$ cat config.mk
export PLATFORM = sky130hd
export DESIGN_NAME = mme_control
export DESIGN_NICKNAME = d
export VERILOG_FILES = /design/src/rtl/mme_control.sv
export SDC_FILE = /design/constraint.sdc
export NUM_CORES = 1
export LEC_CHECK = 0
export CAP_MARGIN = 5
export CORE_MARGIN = 1.5
export CORE_UTILIZATION = 35
export DETAILED_ROUTE_END_ITERATION = 8
export PLACE_DENSITY = 0.62
export SLEW_MARGIN = 20
export SYNTH_ARGS = -nofsm -noshare
export SYNTH_HDL_FRONTEND = slang
export SYNTH_SLANG_ARGS = --single-unit
$ cat constraint.sdc
create_clock -name clk -period 6.1 [get_ports clk]
set_input_delay 1.525 -clock clk [delete_from_list [all_inputs] [get_ports clk]]
set_output_delay 1.525 -clock clk [all_outputs]
set_load 0.1 [all_outputs]
$ cat src/rtl/mme_control.sv
// Montgomery modular exponentiation controller.
// Walks the exponent MSB-first (left-to-right square-and-multiply) and drives
// an external Montgomery multiplier (mmm) one operation at a time. The result
// is converted out of Montgomery form by a final multiply with 1.
module mme_control #(
  parameter int N = 32
) (
  input  logic         clk,
  input  logic         rn,
  input  logic         start,
  input  logic [N-1:0] x_bar,
  input  logic [N-1:0] r_mod,
  input  logic [N-1:0] e,
  output logic         busy,
  output logic         done,
  output logic [N-1:0] y,
  output logic         mmm_start,
  output logic [N-1:0] mmm_a,
  output logic [N-1:0] mmm_b,
  input  logic         mmm_ready,
  input  logic [N-1:0] mmm_y
);

  localparam int            IW    = (N > 1) ? $clog2(N) : 1;
  localparam logic [IW-1:0] I_TOP = IW'(N - 1);
  localparam logic [N-1:0]  ONE   = {{(N-1){1'b0}}, 1'b1};

  typedef enum logic [2:0] {
    IDLE,
    SQ_GO,
    SQ_WAIT,
    MUL_GO,
    MUL_WAIT,
    OUT_GO,
    OUT_WAIT,
    DONE
  } state_t;

  state_t        state;
  state_t        state_nxt;

  logic [N-1:0]  x_bar_lat;
  logic [N-1:0]  e_lat;
  logic [N-1:0]  acc;
  logic [IW-1:0] i;
  logic [N-1:0]  y_r;

  // High in the first cycle after mmm_start, when mmm_ready may still show
  // the previous operation's stale "ready" and must not be trusted.
  logic          fresh_p0;
  logic          op_done;

  logic          accept;
  logic          acc_ld;
  logic          i_dec;
  logic          y_ld;

  assign op_done = mmm_ready & ~fresh_p0;
  assign y       = y_r;

  // State register.
  always_ff @(posedge clk) begin
    if (rn) state <= IDLE;
    else    state <= state_nxt;
  end

  // Next-state decode, mmm handshake and operand selection.
  always_comb begin
    state_nxt = state;
    busy      = 1'b1;
    done      = 1'b0;
    mmm_start = 1'b0;
    mmm_a     = '0;
    mmm_b     = '0;
    accept    = 1'b0;
    acc_ld    = 1'b0;
    i_dec     = 1'b0;
    y_ld      = 1'b0;
    case (state)
      IDLE: begin
        busy = 1'b0;
        if (start) begin
          accept    = 1'b1;
          state_nxt = SQ_GO;
        end
      end
      SQ_GO: begin
        mmm_start = 1'b1;
        mmm_a     = acc;
        mmm_b     = acc;
        state_nxt = SQ_WAIT;
      end
      SQ_WAIT: begin
        mmm_a = acc;
        mmm_b = acc;
        if (op_done) begin
          acc_ld = 1'b1;
          if (e_lat[i]) begin
            state_nxt = MUL_GO;
          end else if (i == '0) begin
            state_nxt = OUT_GO;
          end else begin
            i_dec     = 1'b1;
            state_nxt = SQ_GO;
          end
        end
      end
      MUL_GO: begin
        mmm_start = 1'b1;
        mmm_a     = acc;
        mmm_b     = x_bar_lat;
        state_nxt = MUL_WAIT;
      end
      MUL_WAIT: begin
        mmm_a = acc;
        mmm_b = x_bar_lat;
        if (op_done) begin
          acc_ld = 1'b1;
          if (i == '0) begin
            state_nxt = OUT_GO;
          end else begin
            i_dec     = 1'b1;
            state_nxt = SQ_GO;
          end
        end
      end
      OUT_GO: begin
        mmm_start = 1'b1;
        mmm_a     = acc;
        mmm_b     = ONE;
        state_nxt = OUT_WAIT;
      end
      OUT_WAIT: begin
        mmm_a = acc;
        mmm_b = ONE;
        if (op_done) begin
          y_ld      = 1'b1;
          state_nxt = DONE;
        end
      end
      DONE: begin
        busy      = 1'b0;
        done      = 1'b1;
        state_nxt = IDLE;
      end
      default: begin
        busy      = 1'b0;
        state_nxt = IDLE;
      end
    endcase
  end

  // Operand latches, accumulator, bit index and result register.
  always_ff @(posedge clk) begin
    if (rn) begin
      fresh_p0  <= 1'b0;
      x_bar_lat <= '0;
      e_lat     <= '0;
      acc       <= '0;
      i         <= '0;
      y_r       <= '0;
    end else begin
      fresh_p0 <= mmm_start;
      if (accept) begin
        x_bar_lat <= x_bar;
        e_lat     <= e;
        acc       <= r_mod;
        i         <= I_TOP;
      end
      if (acc_ld) acc <= mmm_y;
      if (i_dec)  i   <= i - 1'b1;
      if (y_ld)   y_r <= mmm_y;
    end
  end

endmodule
== After elaboration in Yosys (flattened, before gate mapping) ==
Index checks and enable logic that the tools add are counted.
Widths: inputs -> output; s select.

* Word-level logic and storage cells: 62
* Input bits: 132
* Bits in registers: 137
* Output and inout bits: 99

* Bitwise gates (word level): 2
* Mux-type cells: 28
* Add/subtract/negate cells: 1
* Reductions and logical operators: 12
* Magnitude comparators: 1
* Eq/ne operators: 11

{| class="wikitable"
|+ Operators by type and width
! cell !! number
|-
| $mux 32 || 3
|-
| $pmux 32 s3 || 1
|-
| $pmux 3 s8 || 1
|-
| $mux 3 || 6
|-
| $mux 1 || 13
|-
| $eq 3x3->1 const B || 4
|-
| $mux 5 || 2
|-
| $reduce_or 2->1 || 5
|-
| $ne 2x2->1 const B || 4
|-
| $eq 3x2->1 const B || 2
|-
| $lt 5x6->1 const B || 1
|-
| $reduce_or 6->1 || 1
|-
| $bmux 1 s5 || 1
|-
| $logic_not 5->1 || 1
|-
| $sub 5x1->5 const B || 1
|-
| $reduce_and 4->1 || 1
|-
| $reduce_bool 2->1 || 2
|-
| $eq 3x1->1 const B || 1
|-
| $logic_not 3->1 || 1
|-
| $reduce_or 3->1 || 1
|-
| $pmux 1 s2 || 1
|-
| $and 1x1->1 || 1
|-
| $not 1->1 || 1
|}

== Depth between registers and ports, before layout ==
* Depth after elaboration: 6
* Mapped depth: 9
* Depth with buffers taken out: 8

== Worst setup path before layout ==
OpenSTA, ideal clock, no wires.

* Kind: flip-flop to output port
* From: register state[1]
* To: output mmm_b[0]
* Cell stages (with the launch flop): 4
* Buffers on the path: 1
* Data required time: 4575 ps
* Slack: 1361 ps
* Data arrival time: 3214 ps
* Cells stage by stage: dfxtp_1 -> clkbuf_1 -> and3_1 -> nor3_1

* Word-level cells in the longest chain between the ends: 3
* Elaborated cells on any way between the ends: 10
* Those cells by class: eq/ne (6); mux (1); reduce/logical (3)

{| class="wikitable"
|+ RTL lines
! element !! RTL line !! text
|-
| start, declared || 39 || <nowiki>state_t state;</nowiki>
|-
| start signal, assigned || 64 || <nowiki>else state <= state_nxt;</nowiki>
|-
| $eq 3x3->1 (tied with other cells) || 79 || <nowiki>case (state)</nowiki>
|-
| $reduce_or 2->1 (no line) || -- ||
|-
| $pmux 32 s3 (*) || 79 ||
|-
| end, declared || 19 || <nowiki>output logic [N-1:0] mmm_b,</nowiki>
|}

Mark *: on every way between the ends. The rest lies on a longest branch, timed or not.

== Final worst setup path ==
* From: register state[1]
* To: output mmm_b[21]

Same word-level chain as after synthesis.

==> impl_results.rst <==
.. list-table::
   :header-rows: 1

   * - Metric
     - Value
   * - Critical path endpoint category
     - output pin
   * - Detailed router's first-iteration violation count
     - 315
   * - Hold-fix buffers at CTS
     - 0
   * - Worst-path clk slew
     - 0.06 ns
   * - Die extent in y
     - 134 um
   * - Overall routed net length
     - 19800 um
   * - Final Setup Violations
     - 0
   * - Share of the clock period used by the worst path after layout
     - 0.831
   * - Initial core utilization
     - 0.360
   * - Post-layout min period
     - 5.07 ns
   * - Dpl ws
     - 1.44 ns
   * - Transition at the pin with the smallest max-transition slack
     - 1.06 ns
   * - Antenna Cells
     - 0
   * - Number of flops mapped to enable cells by yosys
     - 0
   * - Warnings, synthesis
     - 0
   * - Max Buffers Root-to-Sink
     - 2
   * - Fraction of final layout cells sized beyond drive strength 1
     - 0.0652
   * - Cell area power density
     - 295 nW/um2
   * - Standard-cell row count
     - 47
   * - Final setup TNS
     - 0 ns
   * - Post-synthesis cell area
     - 5990 um2
   * - Post-CTS Resized
     - 0
   * - Post-detailed-route DRC marker count
     - 0
   * - Slowest-stage cell, CP
     - sky130_fd_sc_hd__clkdlybuf4s50_1
   * - Worst setup path class
     - flop to output pin
   * - Synthesized netlist net count
     - 893
   * - Number of hold violations in the final report
     - 0
   * - CP required
     - 4.58 ns
   * - Delay of the slowest critical-path stage
     - 1.16 ns
   * - Synth top cells by count
     - 235 x sky130_fd_sc_hd__nand2_1, 137 x sky130_fd_sc_hd__dfxtp_1, 134 x sky130_fd_sc_hd__a21oi_1, 55 x sky130_fd_sc_hd__clkbuf_1, 34 x sky130_fd_sc_hd__and2_1
   * - Largest area contributor in the synthesized netlist
     - sky130_fd_sc_hd__dfxtp_1
   * - Status
     - finished clean
   * - Master cell of the clock root buffer
     - sky130_fd_sc_hd__clkbuf_16
   * - Routed WL per cell
     - 16.7 um
   * - Upper clock frequency limit
     - 197 MHz
   * - Design Area, Final
     - 9000 um2
   * - GR Overflow Total
     - 0
   * - Number of global-route vias before repair
     - 5705
   * - Overall Global Routing Usage
     - 0.222
   * - Final core utilization
     - 0.541
   * - Largest net degree at the start of global routing
     - 98
   * - Final worst clock skew
     - 0.00703 ns
   * - Top flip-flop cell by instance count after synthesis
     - sky130_fd_sc_hd__dfxtp_1
   * - Number of H-tree branching levels
     - 4
   * - Count leader, synth
     - sky130_fd_sc_hd__nand2_1
   * - Post-CTS setup buffers
     - 0
   * - Later-pin clock latency in the skew report
     - 0.42 ns
   * - Remaining number of nets flagged by the antenna check after routing
     - 0
   * - Final critical-path setup slack
     - 1.03 ns
   * - Yosys reg bits
     - 137
   * - Cells taking the most area after synthesis
     - sky130_fd_sc_hd__dfxtp_1 46%, sky130_fd_sc_hd__nand2_1 15%, sky130_fd_sc_hd__a21oi_1 11%
   * - Largest vdd supply drop
     - 190 uV
   * - Horiz. Die Dim
     - 134 um
   * - HPWL reported at the end of detailed placement
     - 13300 um
   * - Routability Congestion
     - 0.773
   * - Maximum capacitance violations
     - 0
   * - Leakage power of the design
     - 3.19 nW
   * - Layout Area Growth over Synthesis
     - 50.2%
   * - Full die area
     - 17900 um2
   * - Mapped Cells
     - 759
   * - Worst Setup Start Kind
     - flop
   * - Asr flop ratio synth
     - 0
   * - Hold crit path type
     - flop to flop
   * - Routed vias
     - 6041
   * - TritonCTS clock tree
     - yes
   * - Relative slew margins
     - 0.293
   * - Cell variety after synth
     - 47
   * - Clock sink total
     - 137
   * - Maximum net fanout on the critical path
     - 31
   * - Initial antenna violation count
     - 0
   * - Global-route wire length before repair
     - 31200 um
   * - Number of I/O pins
     - 231
   * - Filler cell count
     - 1615
   * - Count of input and output buffers
     - 230
   * - Clock buffers created by TritonCTS
     - 17
   * - Floorplan core area
     - 16600 um2
   * - Data arrival at the endpoint of the critical path
     - 3.55 ns
   * - Setup repair after global routing missed its margin
     - no
   * - Sequential cell area fraction in the yosys report
     - 0.458
   * - Area fraction of the dominant cell type after synthesis
     - 0.458
   * - # nets final
     - 1087
   * - First-pass iteration count of the detailed router
     - 5
   * - Final Slew Violations
     - 0
   * - Via count normalized by instance count
     - 5.09
   * - Placed cell areas
     - 8420 um2
   * - Post-synthesis area per instance
     - 7.90 um2
   * - Cells traversed along the worst timing path
     - nand2_1, o21ai_4, a22o_1, clkdlybuf4s50_1
per-stage QoR:
| stage | std cells | hold slack [ns] | power (mW) |
|---|---|---|---|
| floorplan | 759 | 0.433 | 1.45 |
| global placement | 1154 | 0.439 | 1.66 |
| detailed placement | 1154 | 0.445 | 1.67 |
| CTS | 1186 | 0.453 | 2.68 |
| global route | 1186 | 0.470 | 2.77 |
| finish | 1186 | 0.451 | 2.65 |
power by group:
group	leakage (nW)	internal (mW)	switching, mW
sequential	1.12	0.956	0.0635
clock	0.271	0.601	0.406
combinational	1.79	0.227	0.399
total	3.19	1.78	0.868
layout make-up:
cell class,count,area [um2],area share
tap,220,275,0.0306
multi-input combinational,555,3030,0.337
clock buffer,17,425,0.0473
clock inverter,15,153,0.0170
sequential,137,2740,0.305
inverter,3,11.3,0.00125
timing repair buffer,239,2360,0.263
routing by layer:
| metal | share of wire | track usage | wire length (um) |
|---|---|---|---|
| met5 | 0 | 0 | 0 |
| met2 | 0.46 | 0.355 | 9170 |
| met4 | 0.023 | 0.0797 | 460 |
| met3 | 0.069 | 0.0646 | 1370 |
| met1 | 0.45 | 0.284 | 8850 |
layout by cell type (no fill, tap or decap), types with 2 or more instances in the layout:
master                              n
sky130_fd_sc_hd__a211oi_1           2
sky130_fd_sc_hd__a21oi_1          134
sky130_fd_sc_hd__a22o_1            31
sky130_fd_sc_hd__a22oi_1           32
sky130_fd_sc_hd__and2_1            34
sky130_fd_sc_hd__and3_1             3
sky130_fd_sc_hd__buf_4             11
sky130_fd_sc_hd__bufinv_16          2
sky130_fd_sc_hd__clkbuf_16         17
sky130_fd_sc_hd__clkdlybuf4s50_1  228
sky130_fd_sc_hd__clkinv_2           4
sky130_fd_sc_hd__clkinv_4           2
sky130_fd_sc_hd__clkinvlp_4         5
sky130_fd_sc_hd__dfxtp_1          137
sky130_fd_sc_hd__ha_1               2
sky130_fd_sc_hd__inv_1              3
sky130_fd_sc_hd__inv_6              2
sky130_fd_sc_hd__mux2i_1            8
sky130_fd_sc_hd__mux4_2             5
sky130_fd_sc_hd__nand2_1          235
sky130_fd_sc_hd__nand3_1            2
sky130_fd_sc_hd__nand3b_1           2
sky130_fd_sc_hd__nor2_1            11
sky130_fd_sc_hd__nor2_2             3
sky130_fd_sc_hd__nor2_4             2
sky130_fd_sc_hd__nor2b_1            3
sky130_fd_sc_hd__nor3_1             8
sky130_fd_sc_hd__nor4_1             5
sky130_fd_sc_hd__nor4b_1            2
sky130_fd_sc_hd__o21ai_4            2
sky130_fd_sc_hd__o221a_1            2
sky130_fd_sc_hd__o22ai_1            2
sky130_fd_sc_hd__or3_1              3
sky130_fd_sc_hd__xnor2_1            2
worst paths after layout:
check                  from  slack [ns]  depth (start not counted)         to
hold / removal    e_lat[28]        0.45                          2  e_lat[28]
setup / recovery   state[1]        1.03                          4  mmm_b[21]
hold reg to reg   e_lat[28]        0.45                          2  e_lat[28]
setup reg to reg       i[1]        3.34                          8       i[2]
flip-flops by register name (all words and copies together), names as in the netlist:
register   count
acc           32
fresh_p0       1
y             32
i              5
x_bar_lat     32
e_lat         32
state          3
kinds of logic (layout without fill, tap and decap cells):
family,Yosys count,after routing,synth area share
adders and majority gates,3,3,0.00584
buffers and inverters,67,274,0.0436
DFF,137,137,0.458
AOI/OAI and AO/OA,216,216,0.225
xor gates and xnor gates,2,2,0.00292
muxes,15,15,0.0365
and+or+nand+nor,319,319,0.229
critical path: cells and delay by family (launching register included):
kind            cells  cell delay (ns)
buf+inv             1             1.16
simple gates        1             0.17
compound gates      2             1.13
flops               1             0.65
Power figures use the tool's default switching activity.
